**config.mk**
```make
export PLATFORM = sky130hd
export DESIGN_NAME = pwm_capture
export DESIGN_NICKNAME = d
export VERILOG_FILES = /design/src/rtl/pwm_capture.sv
export SDC_FILE = /design/constraint.sdc
export NUM_CORES = 1
export LEC_CHECK = 0
export BUFFER_PORTS_ARGS = -buffer_cell sky130_fd_sc_hd__buf_4
export CAP_MARGIN = 15
export CORE_MARGIN = 2
export CORE_UTILIZATION = 53
export DETAILED_ROUTE_END_ITERATION = 6
export PLACE_DENSITY = 0.83
export SYNTH_ARGS = -nofsm -noshare
export SYNTH_HDL_FRONTEND = slang
export SYNTH_SLANG_ARGS = --single-unit
export TNS_END_PERCENT = 100
```
**constraint.sdc**
```tcl
create_clock -name clk_256k -period 2 [get_ports clk_256k]
set_input_delay 0.2 -clock clk_256k [delete_from_list [all_inputs] [get_ports clk_256k]]
set_output_delay 0.2 -clock clk_256k [all_outputs]
set_load 0.01 [all_outputs]
```
**src/rtl/pwm_capture.sv**
```systemverilog
// pwm_capture: recovers the duty cycle (0..127) and period of an incoming
// PWM waveform in the clk_256k domain. It also flags out-of-range periods and
// loss of signal.
module pwm_capture #(
  parameter int CNT_W      = 16,
  parameter int PERIOD_NOM = 128,
  parameter int PERIOD_TOL = 8,
  parameter int TIMEOUT    = 512
) (
  input  logic             clk_256k,
  input  logic             rst,
  input  logic             pwm_in,
  output logic [6:0]       duty_out,
  output logic             duty_valid,
  output logic [CNT_W-1:0] period_out,
  output logic             period_err,
  output logic             signal_lost
);

  // The idle counter is one bit wider than TIMEOUT needs. Saturating at
  // all-ones therefore parks it above TIMEOUT-1, so a quiet interval fires
  // only once.
  localparam int IDLE_W = $clog2(TIMEOUT) + 1;
  localparam logic [CNT_W-1:0]  CNT_MAX  = '1;
  localparam logic [CNT_W-1:0]  P_MIN    = CNT_W'(PERIOD_NOM - PERIOD_TOL);
  localparam logic [CNT_W-1:0]  P_MAX    = CNT_W'(PERIOD_NOM + PERIOD_TOL);
  localparam logic [IDLE_W-1:0] IDLE_MAX = '1;
  localparam logic [IDLE_W-1:0] IDLE_HIT = IDLE_W'(TIMEOUT - 1);

  typedef enum logic [1:0] {WAIT, MEASURE, STUCK} state_t;

  logic              sync1_q, s_q, s_prev_q;
  logic              rise, fall, timeout, in_range;
  logic [IDLE_W-1:0] idle_q;
  logic [CNT_W-1:0]  period_cnt_q, high_cnt_q;
  logic [6:0]        duty_sat;
  state_t            state_q;
  logic [6:0]        duty_q;
  logic              valid_q, err_q, lost_q;
  logic [CNT_W-1:0]  period_q;

  // Two-flop synchronizer, plus one more stage for edge detection.
  always_ff @(posedge clk_256k) begin
    if (rst) begin
      sync1_q  <= 1'b0;
      s_q      <= 1'b0;
      s_prev_q <= 1'b0;
    end else begin
      sync1_q  <= pwm_in;
      s_q      <= sync1_q;
      s_prev_q <= s_q;
    end
  end

  assign rise = s_q & ~s_prev_q;
  assign fall = ~s_q & s_prev_q;

  // Count the cycles since the last edge of either polarity, saturating.
  always_ff @(posedge clk_256k) begin
    if (rst)                   idle_q <= '0;
    else if (rise | fall)      idle_q <= '0;
    else if (idle_q != IDLE_MAX) idle_q <= idle_q + IDLE_W'(1);
  end

  // An edge in the threshold cycle means the line was not quiet, so no timeout.
  assign timeout  = (idle_q == IDLE_HIT) && !rise && !fall;
  assign in_range = (period_cnt_q >= P_MIN) && (period_cnt_q <= P_MAX);
  assign duty_sat = (high_cnt_q > CNT_W'(127)) ? 7'd127 : high_cnt_q[6:0];

  // Measurement FSM: rise closes a period, quiet line forces STUCK.
  always_ff @(posedge clk_256k) begin
    if (rst) begin
      state_q      <= WAIT;
      period_cnt_q <= '0;
      high_cnt_q   <= '0;
      duty_q       <= '0;
      valid_q      <= 1'b0;
      period_q     <= '0;
      err_q        <= 1'b0;
      lost_q       <= 1'b0;
    end else begin
      valid_q <= 1'b0;
      if (rise) begin
        state_q      <= MEASURE;
        period_cnt_q <= CNT_W'(1);
        high_cnt_q   <= CNT_W'(1);
        // Only a rise that closes a full window reports.
        // Rises out of WAIT/STUCK just arm the measurement.
        if (state_q == MEASURE) begin
          period_q <= period_cnt_q;
          lost_q   <= 1'b0;
          if (in_range) begin
            duty_q  <= duty_sat;
            valid_q <= 1'b1;
            err_q   <= 1'b0;
          end else begin
            err_q   <= 1'b1;
          end
        end
      end else if (timeout) begin
        // A stuck line reads as 0% or 100% duty, depending on its level.
        state_q      <= STUCK;
        period_cnt_q <= '0;
        high_cnt_q   <= '0;
        lost_q       <= 1'b1;
        duty_q       <= s_q ? 7'd127 : 7'd0;
        valid_q      <= 1'b1;
        period_q     <= '0;
        err_q        <= 1'b0;
      end else if (state_q == MEASURE) begin
        if (period_cnt_q != CNT_MAX) period_cnt_q <= period_cnt_q + CNT_W'(1);
        if (s_q && high_cnt_q != CNT_MAX) high_cnt_q <= high_cnt_q + CNT_W'(1);
      end
    end
  end

  assign duty_out    = duty_q;
  assign duty_valid  = valid_q;
  assign period_out  = period_q;
  assign period_err  = err_q;
  assign signal_lost = lost_q;

endmodule
```
==> flow_summary_export.csv <==
group,metric,value,unit
clocking,clockRootBuffer,"clkbuf_8",
clocking,cts_buffer_depth,2,
clocking,htreeDepth,3,
yosys,synth-edff-count,0,
layout,nNetsFinal,437,
pwr,netSwitchingFraction,22.6,%
die,die_area,6850,um^2
sta,period_share,90.2,%
placed_design,hpwl,4860,um
layout,area_growth,17.8,%
routing,vias,2867,
routing,drt-wirelength-per-cell,13.8,um
worst_hold_path,worst_hold_path.endpoint,"sync1_q",
sta,finalSetupTns,0,ps
grt,antenna_found_initial,0,
outcome,status,"complete, no violations",
die,fp.dieH,82.8,um
worst_hold_path,worstHoldPathCells,2,
layout,drive_gt1_share,16.2,%
placed_design,place.gp.congestion,0.857,
yosys,synth_cell_type_count,44,
sta,finalHoldViolCount,0,
sta,setup_violations,0,
grt,grt_pass1_wl,11400,um
clocking,cts_made_buffers,9,
sta,rsz0062_at_grt,"false",
worst_setup_path,start_kind,"flop",
layout,antenna_cells,0,
clocking,cts.sinks,73,
pwr,seq_power_share,52.0,%
worst_setup_path,worstSetupEndpointType,"flop",
sta,max_freq,554,MHz
pwr,p_sw,642,uW
pwr,pwr_density_cell,734,nW/um^2
grt,first_global_vias,2611,
clocking,clk_pin_slew,80,ps
grt,grt_max_degree,31,
worst_hold_path,hp-class,"input pin to flop",
die,io_pins,29,
pwr,power_frac_comb,3.5,%
die,die_w,82.8,um
grt,globalRoute.totalOverflow,0,
sta,skew,11.8,ps
worst_setup_path,worstSetupPathType,"flop to flop",
pwr,ir_drop,486,uV
sta,min_period,1800,ps
yosys,synth_area_leaders,"dfxtp_1, nand3_1, nor2_1",
worst_setup_path,cp_data_required_time,2220,ps
routing,routed_wl,7010,um
yosys,yosysTopAreaCellShare,44.4,%
yosys,synth-seq-cells,73,
sta,tightest_slew,583,ps
grt,track_usage,21.9,%
yosys,synth.cell_area,3290,um^2
pwr,p_total,2.84,mW
routing,drt-vias-per-instance,5.64,
die,rows,28,
die,core_area,5960,um^2
yosys,synth_nets,398,
worst_setup_path,critPathArrivalTime,2020,ps
routing,drc_errors,0,
yosys,yosysWarnings,0,
placed_design,port_buffers,28,
worst_setup_path,r2r_setup_slack,200,ps
yosys,synth_cells,389,
worst_setup_path,r2r-start,"period_cnt_q[4]",
yosys,synth_area_per_cell,8.46,um^2
clocking,postCtsHoldBufs,0,
yosys,synthFlopType,"dfxtp_1",
sta,drv_slew,0,
routing,dr.pass1.iters,4,
clocking,cts_tree,"yes",
pwr,p_leak,1.44,nW
pwr,p_int,2.20,mW
flow_run,maxCapViolCount,0,
yosys,ys_seq_area_share,44.4,%
sta,slew_headroom,61.1,%
pwr,power_frac_clock,44.5,%
worst_setup_path,cp_max_fo,8,
clocking,cts_setup_buffers,0,
routing,first_iter_violations,98,
worst_setup_path,rr_endpoint,"duty_out[1]",
worst_setup_path,ff2ff_path_depth,5,
yosys,netlist.top_cell.by_area,"dfxtp_1",
worst_hold_path,hp-start,"pwm_in",
die,initial_utilization,55.2,%
routing,ant_nets,0,
clocking,clk_latency,360,ps
clocking,cts_resized,0,
yosys,async_flop_share,0,%
flip-flops by register name, summed over array words and instances, names as in the netlist, 2 cells and up:
name and cells:
duty_out 7, high_cnt_q 16, idle_q 10, period_cnt_q 16
period_out 16, state_q 2
worst max-delay path, cell delays in order (launching register included):
cell and delay, ps:
dfxtp_1 380, nor4b_1 340, a2bb2oi_1 150, or4_4 620, nand3_1 110, o21ai_1 60
metal layers:
metal,vias to the layer above,part of all wire [%],track usage (%)
met4,0,1.9,11.8
met5,-,0,0
li1,1443,-,-
met3,16,3.4,4.55
met2,43,49,36.1
met1,1365,46,26.8
layout by cell type, fill, tap and decap left out, drive strengths merged, types with 9 or more instances in the layout:
cell,instances
buf,46
dfxtp,73
nand2,36
nand3,37
nor3,17
inv,11
clkbuf,9
a21oi,26
xnor2,20
nand4,9
o21ai,14
nor2,49
synthesized netlist by cell type, types with 2 or more instances:
cell type	number
nor2b_1	3
o21ai_1	7
a21oi_1	26
xnor2_1	20
a211oi_1	6
and2_1	2
nand2_1	36
nor4_1	7
buf_1	2
o21a_1	2
inv_1	11
or4_1	2
o21ai_0	7
nor2_1	48
and3_1	7
clkbuf_1	13
xor2_1	8
nand4_1	8
nand3_1	37
nand2b_1	4
nor3_1	17
nor4b_1	2
mux2i_1	7
buf_2	2
and4_1	6
dfxtp_1	73
nor3b_1	2
nand4b_1	3
ha_1	6
power groups by stage:
stage / Clock [mW] / Combinational, mW / Sequential [mW]
after floorplan: 0 / 0.0709 / 1.51
after global placement: 0 / 0.0951 / 1.51
after detailed placement: 0 / 0.0988 / 1.51
after CTS: 1.28 / 0.100 / 1.48
after global routing: 1.34 / 0.113 / 1.48
final: 1.26 / 0.0998 / 1.48
cells by family after synthesis:
family,synth area share (%)
AOI/OAI and AO/OA,9.81
buffers and inverters,3.61
adders and majority gates,2.28
DFF,44.4
xor gates and xnor gates,7.46
muxes,2.13
and+or+nand+nor,30.3
metrics by stage:
stage	hold slack, ps	setup WS (ps)	cells	utilization, %	cell area [um^2]
floorplan	328	111	389	-	3290
global placement	417	152	492	61.3	3650
detailed placement	419	115	492	61.3	3650
CTS	40.2	84.5	508	65.0	3870
global route	51.4	65.2	508	65.0	3870
finish	45.9	195	508	65.0	3870
how the worst max path moves through the flow:
stage / end / start / cells after the start
global route: period_cnt_q[12] / period_cnt_q[0] / 6
CTS: duty_out[1] / period_cnt_q[12] / 4
finish: duty_out[1] / period_cnt_q[4] / 5
detailed placement: duty_out[1] / period_cnt_q[12] / 4
global placement: duty_out[3] / period_cnt_q[9] / 4
floorplan: period_out[10] / s_prev_q / 9
area by class of cell:
class	instances	area, um^2
fill	505	2080
multi-input combinational	287	1710
sequential	73	1460
timing repair buffer	46	345
clock buffer	9	124
clock inverter	7	95.1
tap	75	93.8
inverter	11	41.3
Power figures use the tool's default switching activity.
